==> src/rtl/i2c_pkg.sv <==
// rtl/i2c_pkg.sv - shared types and constants for the I2C target register interface
// Contents: target FSM state encoding, byte width, default emulated-sensor address.
package i2c_pkg;

  localparam int          I2C_BYTE_BITS = 8;
  localparam logic [2:0]  LAST_BIT      = 3'(I2C_BYTE_BITS - 1);
  localparam logic [6:0]  MPU9150_ADDR  = 7'h68;

  typedef enum logic [3:0] {
    IDLE,
    ADDR,
    ADDR_ACK,
    PTR,
    PTR_ACK,
    WRITE,
    WRITE_ACK,
    READ,
    READ_ACK
  } i2c_state_t;

endpackage

==> src/rtl/i2c_target_regif_if.sv <==
// rtl/i2c_target_regif_if.sv - byte-wide register-file access port
// Signals:
//   reg_addr  register pointer            (target -> register file)
//   reg_wdata write byte                  (target -> register file)
//   reg_we    one-clk write strobe        (target -> register file)
//   reg_re    one-clk read request        (target -> register file)
//   reg_rdata read byte, one clk after re (register file -> target)
interface i2c_target_regif_if #(
  parameter int ADDR_W = 8
);
  logic [ADDR_W-1:0] reg_addr;
  logic [7:0]        reg_wdata;
  logic              reg_we;
  logic              reg_re;
  logic [7:0]        reg_rdata;

  // master: the I2C target issuing accesses; slave: the register file
  modport master (output reg_addr, reg_wdata, reg_we, reg_re, input reg_rdata);
  modport slave  (input reg_addr, reg_wdata, reg_we, reg_re, output reg_rdata);
endinterface

==> src/rtl/i2c_line_filter.sv <==
// rtl/i2c_line_filter.sv - synchronizer, glitch filter and edge flags for one I2C line
// Ports:
//   clk, rst_n  system clock, asynchronous active-low reset
//   din         raw bus line
//   level       filtered level (resets to 1, the idle bus level)
//   rise, fall  one-clk flags, asserted in the same clk the filtered level changes
module i2c_line_filter #(
  parameter int FILTER_LEN = 4
) (
  input  logic clk,
  input  logic rst_n,
  input  logic din,
  output logic level,
  output logic rise,
  output logic fall
);
  localparam int CW = $clog2(FILTER_LEN + 1);

  logic [1:0]    sync;
  logic [CW-1:0] cnt;

  always_ff @(posedge clk or negedge rst_n) begin
    if (!rst_n) begin
      sync  <= 2'b11;
      cnt   <= '0;
      level <= 1'b1;
      rise  <= 1'b0;
      fall  <= 1'b0;
    end else begin
      sync <= {sync[0], din};
      rise <= 1'b0;
      fall <= 1'b0;
      // cnt counts consecutive synchronized samples that disagree with level;
      // any agreeing sample restarts the run, so short glitches never flip it.
      if (sync[1] == level) begin
        cnt <= '0;
      end else if (cnt == CW'(FILTER_LEN - 1)) begin
        cnt   <= '0;
        level <= sync[1];
        rise  <= sync[1];
        fall  <= ~sync[1];
      end else begin
        cnt <= cnt + CW'(1);
      end
    end
  end
endmodule

==> src/rtl/i2c_target_regif.sv <==
// rtl/i2c_target_regif.sv - I2C target that maps bus transfers onto a register-file port
// Ports:
//   clk, rst_n  system clock, asynchronous active-low reset
//   scl, sda_in bus lines as seen at the pins (no clock stretching)
//   sda_oe      1 = pull SDA low
//   busy        high while this target is addressed
//   regs        register-file port (pointer, write strobe/data, read request/data)
module i2c_target_regif
  import i2c_pkg::*;
#(
  parameter logic [6:0] DEV_ADDR   = MPU9150_ADDR,
  parameter int         FILTER_LEN = 4,
  parameter int         ADDR_W     = 8
) (
  input  logic                 clk,
  input  logic                 rst_n,
  input  logic                 scl,
  input  logic                 sda_in,
  output logic                 sda_oe,
  output logic                 busy,
  i2c_target_regif_if.master   regs
);
  logic scl_f, scl_rise, scl_fall;
  logic sda_f, sda_rise, sda_fall;

  i2c_line_filter #(.FILTER_LEN(FILTER_LEN)) u_scl_filt (
    .clk(clk), .rst_n(rst_n), .din(scl),
    .level(scl_f), .rise(scl_rise), .fall(scl_fall)
  );

  i2c_line_filter #(.FILTER_LEN(FILTER_LEN)) u_sda_filt (
    .clk(clk), .rst_n(rst_n), .din(sda_in),
    .level(sda_f), .rise(sda_rise), .fall(sda_fall)
  );

  i2c_state_t        state;
  logic [2:0]        bit_cnt;
  logic [7:0]        shift;
  logic [7:0]        tx;
  logic [7:0]        rdata_q;
  logic              rw;
  logic              ack_on;   // ACK states: ACK driven; READ_ACK: master ACKed
  logic              re_d;
  logic [ADDR_W-1:0] reg_addr;
  logic [7:0]        reg_wdata;
  logic              reg_we;
  logic              reg_re;

  logic       start_cond, stop_cond;
  logic [7:0] rx_byte;

  assign start_cond = sda_fall & scl_f;
  assign stop_cond  = sda_rise & scl_f;
  assign rx_byte    = {shift[6:0], sda_f};

  assign regs.reg_addr  = reg_addr;
  assign regs.reg_wdata = reg_wdata;
  assign regs.reg_we    = reg_we;
  assign regs.reg_re    = reg_re;

  always_ff @(posedge clk or negedge rst_n) begin
    if (!rst_n) begin
      state     <= IDLE;
      bit_cnt   <= '0;
      shift     <= '0;
      tx        <= '0;
      rdata_q   <= '0;
      rw        <= 1'b0;
      ack_on    <= 1'b0;
      re_d      <= 1'b0;
      sda_oe    <= 1'b0;
      busy      <= 1'b0;
      reg_addr  <= '0;
      reg_wdata <= '0;
      reg_we    <= 1'b0;
      reg_re    <= 1'b0;
    end else begin
      reg_we <= 1'b0;
      reg_re <= 1'b0;
      // reg_rdata is valid in the clk after reg_re, so capture one clk later
      re_d   <= reg_re;
      if (re_d) rdata_q <= regs.reg_rdata;

      if (start_cond) begin
        state   <= ADDR;
        bit_cnt <= '0;
        sda_oe  <= 1'b0;
        busy    <= 1'b0;
      end else if (stop_cond) begin
        state  <= IDLE;
        sda_oe <= 1'b0;
        busy   <= 1'b0;
      end else begin
        case (state)
          IDLE: ;

          ADDR, PTR, WRITE: begin
            if (scl_rise) begin
              shift   <= rx_byte;
              bit_cnt <= bit_cnt + 3'd1;
              if (bit_cnt == LAST_BIT) begin
                ack_on <= 1'b0;
                if (state == ADDR) begin
                  if (rx_byte[7:1] == DEV_ADDR) begin
                    rw     <= rx_byte[0];
                    busy   <= 1'b1;
                    reg_re <= rx_byte[0];
                    state  <= ADDR_ACK;
                  end else begin
                    state <= IDLE;
                  end
                end else if (state == PTR) begin
                  reg_addr <= ADDR_W'(rx_byte);
                  state    <= PTR_ACK;
                end else begin
                  reg_wdata <= rx_byte;
                  reg_we    <= 1'b1;
                  state     <= WRITE_ACK;
                end
              end
            end
          end

          // First scl_fall drives the ACK, the second one ends the ACK slot.
          ADDR_ACK, PTR_ACK, WRITE_ACK: begin
            if (scl_fall) begin
              if (!ack_on) begin
                sda_oe <= 1'b1;
                ack_on <= 1'b1;
              end else begin
                bit_cnt <= '0;
                if (state == ADDR_ACK && rw) begin
                  sda_oe <= ~rdata_q[7];
                  tx     <= {rdata_q[6:0], 1'b0};
                  state  <= READ;
                end else begin
                  sda_oe <= 1'b0;
                  if (state == ADDR_ACK) begin
                    state <= PTR;
                  end else begin
                    if (state == WRITE_ACK) reg_addr <= reg_addr + ADDR_W'(1);
                    state <= WRITE;
                  end
                end
              end
            end
          end

          // bit7 is already on the bus on entry; each fall shifts the next bit
          // out, and the fall ending bit0 releases SDA for the master's ACK.
          READ: begin
            if (scl_fall) begin
              if (bit_cnt == LAST_BIT) begin
                sda_oe <= 1'b0;
                ack_on <= 1'b0;
                state  <= READ_ACK;
              end else begin
                sda_oe  <= ~tx[7];
                tx      <= {tx[6:0], 1'b0};
                bit_cnt <= bit_cnt + 3'd1;
              end
            end
          end

          READ_ACK: begin
            if (scl_rise) begin
              if (!sda_f) begin
                ack_on   <= 1'b1;
                reg_addr <= reg_addr + ADDR_W'(1);
                reg_re   <= 1'b1;
              end else begin
                // NACK: stay busy until the master issues STOP or START
                sda_oe <= 1'b0;
                state  <= IDLE;
              end
            end else if (scl_fall && ack_on) begin
              sda_oe  <= ~rdata_q[7];
              tx      <= {rdata_q[6:0], 1'b0};
              bit_cnt <= '0;
              state   <= READ;
            end
          end

          default: state <= IDLE;
        endcase
      end
    end
  end
endmodule
==> src/flat_wrapper.sv <==
// flat-port wrapper written by rule: the top's interface ports become plain ports
module i2c_target_regif_flat import i2c_pkg::*;
#(
  parameter logic [6:0] DEV_ADDR   = MPU9150_ADDR,
  parameter int         FILTER_LEN = 4,
  parameter int         ADDR_W     = 8
)
  (clk, rst_n, scl, sda_in, sda_oe, busy, regs_reg_addr, regs_reg_wdata, regs_reg_we, regs_reg_re, regs_reg_rdata);
  i2c_target_regif_if #(.ADDR_W(ADDR_W)) regs_i ();
  input  logic clk;
  input  logic rst_n;
  input  logic scl;
  input  logic sda_in;
  output logic sda_oe;
  output logic busy;
  output wire logic [$bits(regs_i.reg_addr)-1:0] regs_reg_addr;
  output wire logic [$bits(regs_i.reg_wdata)-1:0] regs_reg_wdata;
  output wire logic [$bits(regs_i.reg_we)-1:0] regs_reg_we;
  output wire logic [$bits(regs_i.reg_re)-1:0] regs_reg_re;
  input wire logic [$bits(regs_i.reg_rdata)-1:0] regs_reg_rdata;
  assign regs_reg_addr = regs_i.reg_addr;
  assign regs_reg_wdata = regs_i.reg_wdata;
  assign regs_reg_we = regs_i.reg_we;
  assign regs_reg_re = regs_i.reg_re;
  assign regs_i.reg_rdata = regs_reg_rdata;
  i2c_target_regif #(.DEV_ADDR(DEV_ADDR), .FILTER_LEN(FILTER_LEN), .ADDR_W(ADDR_W)) u_core (.clk(clk), .rst_n(rst_n), .scl(scl), .sda_in(sda_in), .sda_oe(sda_oe), .busy(busy), .regs(regs_i));
endmodule
==> config.mk <==
export PLATFORM = sky130hd
export DESIGN_NAME = i2c_target_regif_flat
export DESIGN_NICKNAME = d
export VERILOG_FILES = /design/src/rtl/i2c_pkg.sv /design/src/rtl/i2c_target_regif_if.sv /design/src/rtl/i2c_line_filter.sv /design/src/rtl/i2c_target_regif.sv /design/src/flat_wrapper.sv
export SDC_FILE = /design/constraint.sdc
export NUM_CORES = 1
export LEC_CHECK = 0
export BUFFER_PORTS_ARGS = -buffer_cell sky130_fd_sc_hd__buf_2
export CAP_MARGIN = 20
export CORE_MARGIN = 2
export CORE_UTILIZATION = 30
export DETAILED_ROUTE_END_ITERATION = 8
export GPL_TIMING_DRIVEN = 0
export PLACE_DENSITY = 0.55
export REMOVE_ABC_BUFFERS = 1
export SETUP_SLACK_MARGIN = 0.5
export SYNTH_ARGS = -nofsm -noshare
export SYNTH_HDL_FRONTEND = slang
export SYNTH_SLANG_ARGS = --single-unit
export TNS_END_PERCENT = 50
==> constraint.sdc <==
create_clock -name clk -period 2.1 [get_ports clk]
set_clock_uncertainty 0.15 [all_clocks]
set_input_delay 0.315 -clock clk [delete_from_list [all_inputs] [get_ports clk]]
set_output_delay 0.315 -clock clk [all_outputs]
set_load 0.01 [all_outputs]
==> reports/metrics.csv <==
stage,metric,value,unit
global_route,antenna_found_initial,0,
detailed_routing,drc,0,
status,outcome,finished with violations,
layout,multi_input_area,2040,um2
sta,max_slew.worst_pin.slew,0.611,ns
global_route,grt_pass1_vias,2852,
sta,setup_ws,-0.0154,ns
floorplan,ios,32,
sta,finalSetupTns,-0.0292,ns
detailed_routing,wl,9.25,mm
logic_synthesis,yosysSeqAreaShare,48.1,%
floorplan,die_area,12700,um2
clocking,cts_root_buf,clkbuf_16,
logic_synthesis,syn_area,3550,um2
placed_design,place_ws,-0.508,ns
clocking,htreeDepth,3,
clocking,clkLatencyLatePin,0.34,ns
layout,regArea,1730,um2
placed_design,globalplace.congestion,0.809,
critical_path,setup.worst_path.end_class,register,
detailed_routing,antenna_left,0,
detailed_routing,top_layer_used,met4,
logic_synthesis,synth_top_area_share,43.7,%
detailed_routing,wl_met3,515,um
logic_synthesis,avgSynthCellArea,11.5,um2
status,failed_checks,negative setup slack,
logic_synthesis,synth_top_family_by_area,simple AND/OR/NAND/NOR gates,
critical_path,cp.arrival,2.19,ns
logic_synthesis,synth_edf_count,0,
layout,nets,403,
clocking,clk_path_buf_depth,2,
detailed_routing,dr.first_iter.drc_count,231,
pwr,p_leak,0.00222,uW
global_route,gr-total-overflow,0,
detailed_routing,routed_via_density,5.45,
layout,fillers,1026,
floorplan,rows,39,
detailed_routing,met2_length,4.61,mm
logic_synthesis,synth_simple_gate_area_share,17.1,%
logic_synthesis,ys_ff_latch,68,
logic_synthesis,muxShareOfSynthArea,15.3,%
floorplan,start_util,31.0,%
floorplan,dieHeight,113,um
logic_synthesis,yosys.area_share.adder,1.76,%
global_route,grt_max_degree,69,
critical_path,critPathSlowestCell,or4b_4,
hold_path,hp-class,in -> reg,
layout,final_layout_size_suffix_gt1_share,49.4,%
logic_synthesis,synthTopCellsByArea,"dfrtp_1 44%, mux2_2 13%, dfstp_2 4.4%",
logic_synthesis,ys.flop_type,dfrtp_1,
detailed_routing,drt-met1-wl,3.88,mm
sta,setup_viol,4,
layout,area_delta_synth_final,38.7,%
clocking,cts.sinks,68,
sta,rsz0062_at_grt,true,
clocking,clk_pin_slew,0.06,ns
sta,period_needed,2.12,ns
sta,hold_viol_final,0,
clocking,cts_tree,built,
critical_path,worstSetupPathType,reg -> reg,
floorplan,design.core.area,11500,um2
detailed_routing,dr.pass1.iters,6,
critical_path,cp.required,2.17,ns
layout,finalNonFillerCells,534,
critical_path,critPathLaunchType,register,
logic_synthesis,synth_cells,308,
critical_path,crit_path_cell_trace,or4b_4 -> o21ai_4 -> mux2_4 -> a221o_1,
logic_synthesis,synthXorXnorAreaFrac,0.493,%
logic_synthesis,synth.distinct_cells,67,
placed_design,post-place-cells,466,
logic_synthesis,async_flop_share,100,%
job,drv_cap,0,
pwr,power_density,793,nW/um2
global_route,track_usage,14.3,%
logic_synthesis,yosys_warnings,0,
sta,drv_slew,0,
critical_path,critPathMaxStageDelay,0.59,ns
global_route,grt_pass1_wl,14.4,mm
detailed_routing,dr_total_vias,2910,
sta,max_freq,473,MHz
detailed_routing,drt-wirelength-per-cell,17.3,um
logic_synthesis,synth-compound-area-share,14.5,%
floorplan,die_width,113,um
pwr,irDropWorstVdd,383,uV
sta,fin_crit_sh,101,%
pwr,fin_total_pwr,3900,uW
placed_design,io_buffers,31,
logic_synthesis,synth_area_leader_cell,dfrtp_1,
placed_design,dp_hpwl,5.17,mm
layout,final_util,42.9,%
layout,antenna_cells,0,
clocking,numCtsBuffers,9,
sta,slew_headroom,59.2,%
critical_path,cp_max_fo,6,
==> final timing paths <==
path / start / end / slack [ns] / depth (start not counted)
min reg2reg: u_core.u_scl_filt.sync[0] / u_core.u_scl_filt.sync[1] / 0.20 / 0
min: regs_reg_rdata[6] / u_core.rdata_q[6] / 0.06 / 2
min in group asynchronous: rst_n / u_core.u_scl_filt.cnt[1] / 0.40 / 2
max in group asynchronous: rst_n / u_core.state[1] / 0.94 / 2
max reg2reg: u_core.state[1] / u_core.regs.reg_addr[2] / -0.02 / 4
max: u_core.state[1] / u_core.regs.reg_addr[2] / -0.02 / 4
==> per-stage QoR <==
step	instance area (um2)	hold slack [ns]
after global placement	3810	0.196
final	4920	0.0577
after detailed placement	3810	0.198
after CTS	4660	0.0552
after floorplan	3480	-0.131
after global routing	4920	0.0598
==> metal layers <==
metal / global-route usage [%] / vias up
li1: - / 1326
met1: 18.1 / 1451
met2: 23.2 / 112
met3: 2.36 / 21
met4: 7.80 / 0
met5: 0 / -
==> logic make-up after synthesis <==
group	count (synthesis)
muxes	49
xor gates and xnor gates	2
and+or+nand+nor	97
AOI/OAI and AO/OA	65
adders and majority gates	5
DFF	68
buffers and inverters	22
==> cell usage after synthesis, drive strengths merged (4+ instances only) <==
| master | n |
|---|---|
| dfrtp | 62 |
| mux2 | 42 |
| nand2 | 19 |
| nand3 | 11 |
| a21oi | 9 |
| buf | 9 |
| nor3 | 8 |
| o21ai | 8 |
| clkbuf | 7 |
| mux2i | 7 |
| nor2 | 7 |
| nor2b | 7 |
| dfstp | 6 |
| inv | 6 |
| ha | 5 |
| nor3b | 5 |
| o211ai | 5 |
| or2 | 5 |
| a211oi | 4 |
| a221o | 4 |
| a22o | 4 |
| and3b | 4 |
| nand2b | 4 |
| nand4 | 4 |
==> power breakdown <==
group / leakage (uW) / internal (uW) / total, uW / switching (uW)
registers: 0.000911 / 1440 / 1580 / 142
logic: 0.00116 / 373 / 750 / 377
clock network: 0.000156 / 1020 / 1570 / 558
==> repair_timing <==
item                                    in CTS  in global routing
endpoints found under the setup margin      43                 46
gates resized for setup                     52                 33
hold endpoints to repair                    64                  0
pin swaps                                   18                 14
hold buffers                                 3                  0
setup buffers                               34                 15
==> cell usage in the layout, fill, tap and decap left out, types with 3 or more instances in the layout <==
cell	instances
mux2_4	14
nand3b_1	3
nor3_1	7
buf_6	10
dfrtp_1	57
nor2_1	4
buf_2	30
dfrtp_4	4
dlygate4sd3_1	3
nor2b_1	6
dfstp_2	6
nand2b_1	4
or2_2	3
nand3_1	9
nand4_1	4
a21oi_4	3
o21ai_0	5
buf_12	3
mux2_2	28
clkbuf_16	9
o211ai_1	5
o21a_1	3
mux2i_1	6
inv_1	6
ha_1	3
and3b_1	4
clkbuf_8	3
nor3b_1	4
a21oi_1	6
buf_4	35
a22o_1	3
a221o_1	4
nand2_1	16
==> sequential cells by signal (all words and copies together), names as in the netlist, 2 cells and up <==
signal / count
u_core.state: 4
u_core.rdata_q: 8
u_core.regs.reg_wdata: 8
u_core.tx: 7
u_core.bit_cnt: 3
u_core.shift: 7
u_core.u_scl_filt.cnt: 3
u_core.u_sda_filt.cnt: 3
u_core.u_sda_filt.sync: 2
u_core.u_scl_filt.sync: 2
u_core.regs.reg_addr: 8
==> area by class of cell <==
type | count | area share (%)
multi-input cells | 218 | 41.4
flip-flops and latches | 68 | 35.0
repair buffers | 83 | 13.1
clock buffers | 13 | 5.49
well taps | 143 | 3.63
clock inverters | 3 | 0.889
inverters | 6 | 0.457
==> worst max-delay path: cells and delay by family (launching register included) <==
kind            cells  cell delay (ns)
simple gates        1             0.59
compound gates      2             0.42
mux                 1             0.32
flops               1             0.52
(Power assumes the default switching activity.)
